===== config.mk =====
export PLATFORM = sky130hd
export DESIGN_NAME = softmax_stream
export DESIGN_NICKNAME = d
export VERILOG_FILES = /design/src/rtl/softmax_stream.sv
export SDC_FILE = /design/constraint.sdc
export NUM_CORES = 1
export LEC_CHECK = 0
export CAP_MARGIN = 20
export CORE_MARGIN = 2
export CORE_UTILIZATION = 60
export CTS_CLUSTER_SIZE = 8
export DETAILED_ROUTE_END_ITERATION = 10
export PLACE_DENSITY = 0.79
export SYNTH_ARGS = -nofsm -noshare
export SYNTH_HDL_FRONTEND = slang
export SYNTH_SLANG_ARGS = --single-unit

===== constraint.sdc =====
create_clock -name clk -period 15.1 [get_ports clk]
set_input_delay 3.02 -clock clk [delete_from_list [all_inputs] [get_ports clk]]
set_output_delay 3.02 -clock clk [all_outputs]
set_load 0.03 [all_outputs]

===== src/rtl/softmax_stream.sv =====
// rtl/softmax_stream.sv - streaming softmax / argmax over one frame of N_CLASS fixed-point scores
//
// Accepts N_CLASS signed scores per frame, then emits either N_CLASS softmax
// probabilities (Q0.OUT_W) or a single argmax beat.
//
// Ports
//   clk          in   1          sole clock, rising edge
//   resetn       in   1          asynchronous reset, ACTIVE HIGH (1 = reset)
//   mode_argmax  in   1          sampled with the first beat of a frame
//   in_valid     in   1          input beat valid
//   in_ready     out  1          block accepts an input beat (IDLE/LOAD)
//   in_data      in   IN_W       class score, class index = beat order
//   out_valid    out  1          output beat valid
//   out_ready    in   1          downstream accepts output beat
//   out_data     out  OUT_W      probability of class out_idx
//   out_idx      out  clog2(N)   class index of current output beat
//   out_last     out  1          final beat of an output frame
//   argmax_idx   out  clog2(N)   index of the maximum of the last completed frame
//   busy         out  1          high whenever not IDLE
module softmax_stream #(
    parameter int N_CLASS  = 10,
    parameter int IN_W     = 16,
    parameter int IN_FRAC  = 8,
    parameter int OUT_W    = 16,
    parameter int LUT_AW   = 8,
    parameter int LUT_FRAC = 4
) (
    input  logic                       clk,
    input  logic                       resetn,
    input  logic                       mode_argmax,
    input  logic                       in_valid,
    output logic                       in_ready,
    input  logic [IN_W-1:0]            in_data,
    output logic                       out_valid,
    input  logic                       out_ready,
    output logic [OUT_W-1:0]           out_data,
    output logic [$clog2(N_CLASS)-1:0] out_idx,
    output logic                       out_last,
    output logic [$clog2(N_CLASS)-1:0] argmax_idx,
    output logic                       busy
);

    localparam int CW    = $clog2(N_CLASS);
    localparam int SUM_W = OUT_W + CW;
    localparam int BW    = $clog2(OUT_W + 1);
    localparam int SHIFT = IN_FRAC - LUT_FRAC;
    localparam int LUT_N = 2 ** LUT_AW;

    localparam logic [CW-1:0] LAST_IDX = CW'(N_CLASS - 1);
    localparam logic [BW-1:0] LAST_BIT = BW'(OUT_W);

    typedef enum logic [2:0] {
        S_IDLE,
        S_LOAD,
        S_EXP,
        S_DIV,
        S_OUT
    } state_t;

    // exp table entry: round((2^OUT_W - 1) * exp(-k / 2^LUT_FRAC)),
    // evaluated at elaboration time only.
    function automatic logic [OUT_W-1:0] lut_value(input int k);
        real scale;
        real v;
        scale = (2.0 ** OUT_W) - 1.0;
        v     = scale * $exp(-real'(k) / (2.0 ** LUT_FRAC));
        return OUT_W'($rtoi(v + 0.5));
    endfunction

    logic [OUT_W-1:0] lut_rom [LUT_N];

    for (genvar k = 0; k < LUT_N; k++) begin : g_lut
        assign lut_rom[k] = lut_value(k);
    end

    // ------------------------------------------------------------------
    // State
    // ------------------------------------------------------------------
    state_t           state_q;
    logic [CW-1:0]    cls_q;        // beat count in LOAD, class index in EXP/DIV
    logic [BW-1:0]    bit_q;        // divider step within one class
    logic [IN_W-1:0]  max_q;
    logic [CW-1:0]    max_idx_q;
    logic [CW-1:0]    argmax_q;
    logic             mode_q;
    logic [SUM_W-1:0] sum_q;
    logic [SUM_W-1:0] rem_q;
    logic [OUT_W-1:0] quot_q;

    logic             out_valid_q;
    logic [OUT_W-1:0] out_data_q;
    logic [CW-1:0]    out_idx_q;
    logic             out_last_q;

    logic [IN_W-1:0]  xbuf_q [N_CLASS];
    // Holds e_i after EXP; each entry is overwritten by q_i once its division ends.
    logic [OUT_W-1:0] ebuf_q [N_CLASS];

    // ------------------------------------------------------------------
    // Load path
    // ------------------------------------------------------------------
    logic          in_fire;
    logic          out_fire;
    logic          first_beat;
    logic          new_max;
    logic          frame_argmax;
    logic [CW-1:0] load_idx;
    logic [CW-1:0] max_idx_d;
    logic [CW-1:0] out_idx_nxt;

    assign in_ready     = (state_q == S_IDLE) || (state_q == S_LOAD);
    assign in_fire      = in_valid && in_ready;
    assign out_fire     = out_valid_q && out_ready;
    assign first_beat   = (state_q == S_IDLE);
    assign load_idx     = first_beat ? '0 : cls_q;
    // Strict compare so that ties keep the lowest index.
    assign new_max      = first_beat || ($signed(in_data) > $signed(max_q));
    assign max_idx_d    = new_max ? load_idx : max_idx_q;
    assign frame_argmax = first_beat ? mode_argmax : mode_q;
    assign out_idx_nxt  = out_idx_q + 1'b1;

    // ------------------------------------------------------------------
    // Exp path: d = max - x_i is never negative, so it is indexed unsigned.
    // ------------------------------------------------------------------
    logic [IN_W-1:0]      cur_x;
    logic signed [IN_W:0] diff;
    logic [IN_W:0]        diff_u;
    logic [IN_W:0]        addr_full;
    logic                 addr_ok;
    logic [OUT_W-1:0]     e_val;

    assign cur_x     = xbuf_q[cls_q];
    assign diff      = $signed({max_q[IN_W-1], max_q}) - $signed({cur_x[IN_W-1], cur_x});
    assign diff_u    = diff;
    assign addr_full = diff_u >> SHIFT;
    assign addr_ok   = (addr_full >> LUT_AW) == '0;
    assign e_val     = addr_ok ? lut_rom[addr_full[LUT_AW-1:0]] : '0;

    // ------------------------------------------------------------------
    // Restoring divider: q = floor(e * 2^OUT_W / sum), one quotient bit per
    // cycle, MSB first. The dividend's low OUT_W bits are zero, so after the
    // first step the partial remainder simply shifts in zeros.
    // ------------------------------------------------------------------
    logic [SUM_W:0]   trial;
    logic [SUM_W-1:0] trial_sub;
    logic             take;
    logic [SUM_W-1:0] rem_d;
    logic [OUT_W:0]   quot_d;
    logic [OUT_W-1:0] q_sat;
    logic             div_last;

    assign trial     = (bit_q == '0) ? (SUM_W+1)'(ebuf_q[cls_q]) : {rem_q, 1'b0};
    assign take      = trial >= {1'b0, sum_q};
    // trial - sum < sum whenever taken, so the narrow subtraction is exact.
    assign trial_sub = trial[SUM_W-1:0] - sum_q;
    assign rem_d     = take ? trial_sub : trial[SUM_W-1:0];
    // quot_q keeps only OUT_W bits; on the final step its MSB is the 2^OUT_W bit.
    assign quot_d    = {quot_q, take};
    assign q_sat     = quot_d[OUT_W] ? '1 : quot_d[OUT_W-1:0];
    assign div_last  = (bit_q == LAST_BIT);

    // ------------------------------------------------------------------
    // Frame buffers (no reset needed: always written before being read)
    // ------------------------------------------------------------------
    always_ff @(posedge clk) begin
        if (in_fire) begin
            xbuf_q[load_idx] <= in_data;
        end
        if (state_q == S_EXP) begin
            ebuf_q[cls_q] <= e_val;
        end else if ((state_q == S_DIV) && div_last) begin
            ebuf_q[cls_q] <= q_sat;
        end
    end

    // ------------------------------------------------------------------
    // Control FSM with registered outputs
    // ------------------------------------------------------------------
    always_ff @(posedge clk or posedge resetn) begin
        if (resetn) begin
            state_q     <= S_IDLE;
            cls_q       <= '0;
            bit_q       <= '0;
            max_q       <= '0;
            max_idx_q   <= '0;
            argmax_q    <= '0;
            mode_q      <= 1'b0;
            sum_q       <= '0;
            rem_q       <= '0;
            quot_q      <= '0;
            out_valid_q <= 1'b0;
            out_data_q  <= '0;
            out_idx_q   <= '0;
            out_last_q  <= 1'b0;
        end else begin
            case (state_q)
                S_IDLE, S_LOAD: begin
                    if (in_fire) begin
                        if (first_beat) begin
                            mode_q <= mode_argmax;
                        end
                        if (new_max) begin
                            max_q <= in_data;
                        end
                        max_idx_q <= max_idx_d;
                        if (load_idx == LAST_IDX) begin
                            argmax_q <= max_idx_d;
                            cls_q    <= '0;
                            sum_q    <= '0;
                            if (frame_argmax) begin
                                state_q     <= S_OUT;
                                out_valid_q <= 1'b1;
                                out_idx_q   <= max_idx_d;
                                out_data_q  <= '1;
                                out_last_q  <= 1'b1;
                            end else begin
                                state_q <= S_EXP;
                            end
                        end else begin
                            cls_q   <= load_idx + 1'b1;
                            state_q <= S_LOAD;
                        end
                    end
                end

                S_EXP: begin
                    sum_q <= sum_q + SUM_W'(e_val);
                    if (cls_q == LAST_IDX) begin
                        cls_q   <= '0;
                        bit_q   <= '0;
                        state_q <= S_DIV;
                    end else begin
                        cls_q <= cls_q + 1'b1;
                    end
                end

                S_DIV: begin
                    rem_q  <= rem_d;
                    quot_q <= quot_d[OUT_W-1:0];
                    if (div_last) begin
                        bit_q <= '0;
                        if (cls_q == LAST_IDX) begin
                            // q_0 was written back long ago, so beat 0 is ready now.
                            state_q     <= S_OUT;
                            cls_q       <= '0;
                            out_valid_q <= 1'b1;
                            out_idx_q   <= '0;
                            out_data_q  <= ebuf_q[0];
                            out_last_q  <= 1'b0;
                        end else begin
                            cls_q <= cls_q + 1'b1;
                        end
                    end else begin
                        bit_q <= bit_q + 1'b1;
                    end
                end

                S_OUT: begin
                    if (out_fire) begin
                        if (out_last_q) begin
                            state_q     <= S_IDLE;
                            out_valid_q <= 1'b0;
                            out_data_q  <= '0;
                            out_idx_q   <= '0;
                            out_last_q  <= 1'b0;
                        end else begin
                            out_idx_q  <= out_idx_nxt;
                            out_data_q <= ebuf_q[out_idx_nxt];
                            out_last_q <= (out_idx_nxt == LAST_IDX);
                        end
                    end
                end

                default: begin
                    state_q <= S_IDLE;
                end
            endcase
        end
    end

    assign out_valid  = out_valid_q;
    assign out_data   = out_data_q;
    assign out_idx    = out_idx_q;
    assign out_last   = out_last_q;
    assign argmax_idx = argmax_q;
    assign busy       = (state_q != S_IDLE);

endmodule

* Yosys cells after proc, flatten, opt, wreduce, memory -nomap -nowiden
Memory sizes are Yosys's and may differ from the RTL's.
Index checks and enable logic that the tools add are counted.
** Cells by class
- Add/subtract/negate cells :: 7
- Order comparisons :: 3
- Eq/ne operators :: 16
- Multiplexer cells :: 66
- Bitwise operators :: 2
- Reduce and logical (&&, ||, !) cells :: 23
** Operators by type and width (count)
- $mux W16 :: 12
- $mux W20 :: 3
- $mux W4 :: 13
- $pmux W16 S3 :: 1
- $pmux W20 S2 :: 1
- $mux W3 :: 8
- $pmux W4 S3 :: 2
- $ge A21 B20 Y1 :: 1
- $mux W21 :: 1
- $add A20 B16 Y20 :: 1
- $sub A20 B20 Y20 :: 1
- $mux W1 :: 19
- $logic_not A17 Y1 :: 1
- $sub A16 B16 Y17 :: 1
- $gt A16 B16 Y1 :: 1
- $add A4 B1 Y4 const B :: 3
- $eq A4 B4 Y1 const B :: 3
- $ne A2 B2 Y1 const B :: 6
- $pmux W3 S4 :: 1
- $reduce_and A3 Y1 :: 4
- $mux W5 :: 2
- $pmux W5 S2 :: 1
- $ge A9 B9 Y1 const B :: 1
- $not A8 Y9 :: 1
- other kinds (19) :: 29
** Storage, ports and cells
- Register bits after elaboration :: 115
- Memory bits (writable) :: 320
- Memory bits (read-only) :: 4096
- Input port bits :: 21
- Output and inout bits :: 28
- Logic and storage cells :: 134
- Memories :: 3
** Memories
- (name not given) :: words 256, width 16, rd ports 1, clocked after memory_dff 0, wr ports 0, line 137 : assign e_val = addr_ok ? lut_rom[addr_full[LUT_AW-1:0]] : '0;
- ebuf_q :: words 10, width 16, rd ports 3, clocked after memory_dff 0, wr ports 1, line 97 : logic [OUT_W-1:0] ebuf_q [N_CLASS];
- xbuf_q :: words 10, width 16, rd ports 1, clocked after memory_dff 0, wr ports 1, line 95 : logic [IN_W-1:0] xbuf_q [N_CLASS];

* Depth between registers and ports, before layout
An unclocked memory read counts as a cell.
- Depth after elaboration :: 9
- Mapped depth :: 36
- Gate-level depth less buffers :: 29

* Least setup slack after synthesis
OpenSTA, ideal clock, no wires.
- Path kind :: register -> register
- From :: register cls_q[0]
- To :: register sum_q[15]
- Setup time :: 122 ps
- Arrival time :: 8635 ps
- Setup slack :: 6343 ps
- Stages on the path, launching flop included :: 34
- Cells stage by stage :: dfrtp_1 buf_6 clkbuf_1 buf_1 buf_1 mux4_2 mux2_2 o21ai_0 ha_1 a21oi_1 o21ai_0 a21o_1 nor3_1 nor2_2 ha_1 clkbuf_1 inv_1 nand3_1 nand2_1 o311ai_0 nor4_1 o31ai_1 inv_1 ha_1 a21o_1 a21o_1 a2111oi_1 nor4_1 a211o_1 o41ai_1 o311a_1 a21boi_0 or3_1 a32o_1
** Between the ends
- Longest elaborated chain between the ends :: 9
** RTL lines
- start: declaration :: line 80 : logic [CW-1:0] cls_q;
- start signal: assignment :: line 220 : cls_q <= load_idx + 1'b1;
- start signal: assignment :: line 233 : cls_q <= cls_q + 1'b1;
- start signal: assignment :: line 251 : cls_q <= cls_q + 1'b1;
- $mem_v2 Z10 W16
- $sub A16 B16 Y17 :: line 133 : assign diff = $signed({max_q[IN_W-1], max_q}) - $signed({cur_x[IN_W-1], cur_x});
- $not A8 Y9 (implied by the code) :: line 137
- $mem_v2 Z256 W16
- $mux W16 (implied by the code) (2 in series) :: line 137
- $mux W16 :: line 137
- $add A20 B16 Y20 :: line 227 : sum_q <= sum_q + SUM_W'(e_val);
- $pmux W20 S2 :: line 196 : case (state_q)
- end signal: assignment :: line 227
- end: declaration :: line 86 : logic [SUM_W-1:0] sum_q;
Several ways; a longest one is shown, not always the timed one. The select of a mux whose other input is x is not followed.
A chain may end at the register's enable or synchronous reset.

* Final worst setup path
Ends and elaborated chain as after synthesis.

==> run_results.csv <==
group,metric,value,unit
run_status,status,"completed",
synth,syn_inst,2104,
timing,hold_ws,0.481,ns
synth,syn-num-nets,2208,
timing,clock-skew-final,0.0182,ns
routing,drt_first_pass_iters,6,
routing,vias_per_cell,7.05,
timing,relSlewSlack,28.5,%
worst_setup_path,slowest_delay,0.91,ns
worst_setup_path,cp.arrival,10.44,ns
cts,insertion_delay,0.61,ns
timing,finalCriticalPeriod,9.96,ns
worst_setup_path,endpoint_kind,"register",
timing,setup_tns,0,ns
grt,grt_max_degree,69,
synth,post-synth-top-area-cell,"edfxtp_1",
routing,ant_nets,0,
cts,cts-root-buf,"clkbuf_16",
cells_and_area,syn_to_final_growth,11.6,%
synth,synth_area,0.0246,mm^2
synth,ys_seq_area_share,50.7,%
synth,synth_most_common_cell,"edfxtp_1",
routing,wire_per_inst,26.8,um
synth,yosysTopAreaCellShare,39.0,%
synth,synth_commonest_cells,"320 x edfxtp_1, 200 x nand2_1, 159 x o21ai_0, 134 x a21oi_1",
cts,cts_hold_buf,0,
grt,antenna_found_initial,0,
cts,clockBufferDepth,3,
synth,synth-edff-count,320,
floorplanning,fp.dieW,207,um
worst_hold_path,hold_path.class,"reg2reg",
placement,dp_hpwl,45800,um
synth,postSynthAreaPerCell,11.7,um^2
routing,vias,19100,
floorplanning,rows,74,
timing,drv_slew,0,
grt,gr-total-overflow,0,
placement,gp_congestion,0.993,
cts,cts_sinks,435,
timing,finalCritPeriodShare,66.0,%
cells_and_area,antenna_cells,0,
worst_setup_path,setup.worst_path.class,"reg2reg",
floorplanning,floorplan.initialDensity,60.5,%
cells_and_area,num-fill-cells,2841,
cts,cts_setup_buffers,0,
routing,wirelength,72700,um
synth,synth_area_leaders,"edfxtp_1 39%, dfrtp_1 12%, mux4_2 8.8%",
cells_and_area,nNetsFinal,2239,
cts,cts_buffers,60,
synth,ys_ff_latch,435,
cts,cts_resized,0,
timing,setup_viol,0,
cells_and_area,drive_gt1_share,16.0,%
worst_setup_path,slowest_stage,"dfrtp_4",
synth,ys.flop_type,"edfxtp_1",
cts,cts_tree,"yes",
placement,io_buffers,48,
floorplanning,io_pins,49,
worst_setup_path,worstPathMaxFanout,48,
cts,h-tree-depth,2,
cells_and_area,multi_input_area,0.0114,mm^2
synth,synthDistinctLibCells,91,
timing,tightestPinTransition,1.07,ns
floorplanning,core_region_area,0.0406,mm^2
cts,path_clk_slew,0.05,ns
timing,rsz0062_at_grt,"no",
worst_setup_path,cp-start-kind,"register",
synth,async_flop_share,26.4,%
flow_run,cap_violations,0,
synth,synth_warnings,0,
floorplanning,die_area,0.0427,mm^2
grt,grtUsageTotal,34.5,%
timing,fmax,100,MHz
timing,finalHoldViolCount,0,
floorplanning,fp.dieH,207,um
routing,drcViolationCount,0,
routing,drt-initial-drc-count,2476,
worst_setup_path,cp.required,15.58,ns
grt,grt_pass1_vias,19100,
cells_and_area,seq_area,0.0125,mm^2
grt,grt_pass1_wl,111000,um
==> layer usage <==
metal	routed length, um	share of wire (%)	track usage, %
met4	3150	4.3	16.1
met3	7210	9.9	6.89
met2	34400	47	54.8
met5	0	0	0
met1	28000	38	46.1
==> layout make-up <==
cell class	count	share of cell area, %
inverters	70	0.965
repair buffers	110	3.46
clock buffers	106	6.17
well taps	532	2.42
clock inverters	3	0.173
multi-input cells	1458	41.3
flip-flops and latches	435	45.5
==> worst paths after layout <==
check / to / slack [ns] / depth (start not counted) / startpoint
worst min-delay path: rem_q[17] / 0.48 / 1 / rem_q[17]
min in group asynchronous: argmax_idx[3] / 2.86 / 2 / resetn
worst max register to register: sum_q[15] / 5.14 / 30 / cls_q[0]
max in group asynchronous: cls_q[1] / 10.75 / 3 / resetn
worst max-delay path: sum_q[15] / 5.14 / 30 / cls_q[0]
worst min register to register: rem_q[17] / 0.48 / 1 / rem_q[17]
==> flip-flops by register name, indices dropped and copies added (netlist names) <==
| signal | flops |
|---|---|
| cls_q | 4 |
| max_q | 16 |
| sum_q | 20 |
| mode_q | 1 |
| state_q | 3 |
| rem_q | 20 |
| out_valid | 1 |
| out_data | 16 |
| out_last | 1 |
| xbuf_q | 160 |
| argmax_idx | 4 |
| quot_q | 16 |
| max_idx_q | 4 |
| out_idx | 4 |
| bit_q | 5 |
| ebuf_q | 160 |
==> kinds of logic (layout without fill, tap and decap cells) <==
family	after synthesis	after routing	share of synthesized area (%)
AO/OA/AOI/OAI	584	584	15.9
AND/OR/NAND/NOR	536	536	10.3
flip-flops	435	435	50.7
multiplexers	217	217	14.0
buffers and inverters	211	289	3.49
adder cells (fa/ha/maj)	83	83	4.28
XOR/XNOR	38	38	1.35
==> placed cells by master (no fill, tap or decap), types with 10 or more instances in the layout <==
| cell | instances |
|---|---|
| edfxtp_1 | 320 |
| nand2_1 | 200 |
| o21ai_0 | 158 |
| a21oi_1 | 133 |
| nor2_1 | 113 |
| dfrtp_1 | 110 |
| mux4_2 | 96 |
| ha_1 | 80 |
| mux2i_1 | 71 |
| inv_1 | 68 |
| clkbuf_16 | 61 |
| buf_4 | 57 |
| mux2_2 | 50 |
| clkdlybuf4s50_1 | 48 |
| nand3_1 | 45 |
| clkbuf_1 | 45 |
| nor3_1 | 43 |
| o21a_1 | 27 |
| a211oi_1 | 26 |
| a21o_1 | 24 |
| xnor2_1 | 21 |
| a31oi_1 | 20 |
| a22o_1 | 19 |
| or3_1 | 18 |
| o31ai_1 | 16 |
| xor2_1 | 16 |
| o221a_2 | 16 |
| nor4_1 | 13 |
| o211ai_1 | 12 |
| nand4_1 | 11 |
| and3_1 | 11 |
| nand2b_1 | 10 |
| nor4_2 | 10 |
==> metrics by stage <==
| step | setup slack [ns] | util (%) | cell area [um^2] | std cells |
|---|---|---|---|---|
| after floorplan | 6.34 | - | 24600 | 2104 |
| after global placement | 5.26 | 63.2 | 25700 | 2598 |
| after detailed placement | 5.40 | 63.2 | 25700 | 2600 |
| after CTS | 5.33 | 67.5 | 27400 | 2709 |
| after global routing | 4.53 | 67.6 | 27500 | 2714 |
| final | 5.14 | 67.6 | 27500 | 2714 |
==> critical path, delay by kind of cell (launching register included) <==
family	cells	cell delay, ns
simple gates	4	0.99
fa+ha+maj	3	0.95
buf+inv	4	1.18
flops	1	0.91
mux	2	0.88
compound gates	17	4.87
Power is not shown: default switching activity piles up to over one toggle a cycle in this logic, so the estimate is an artifact.
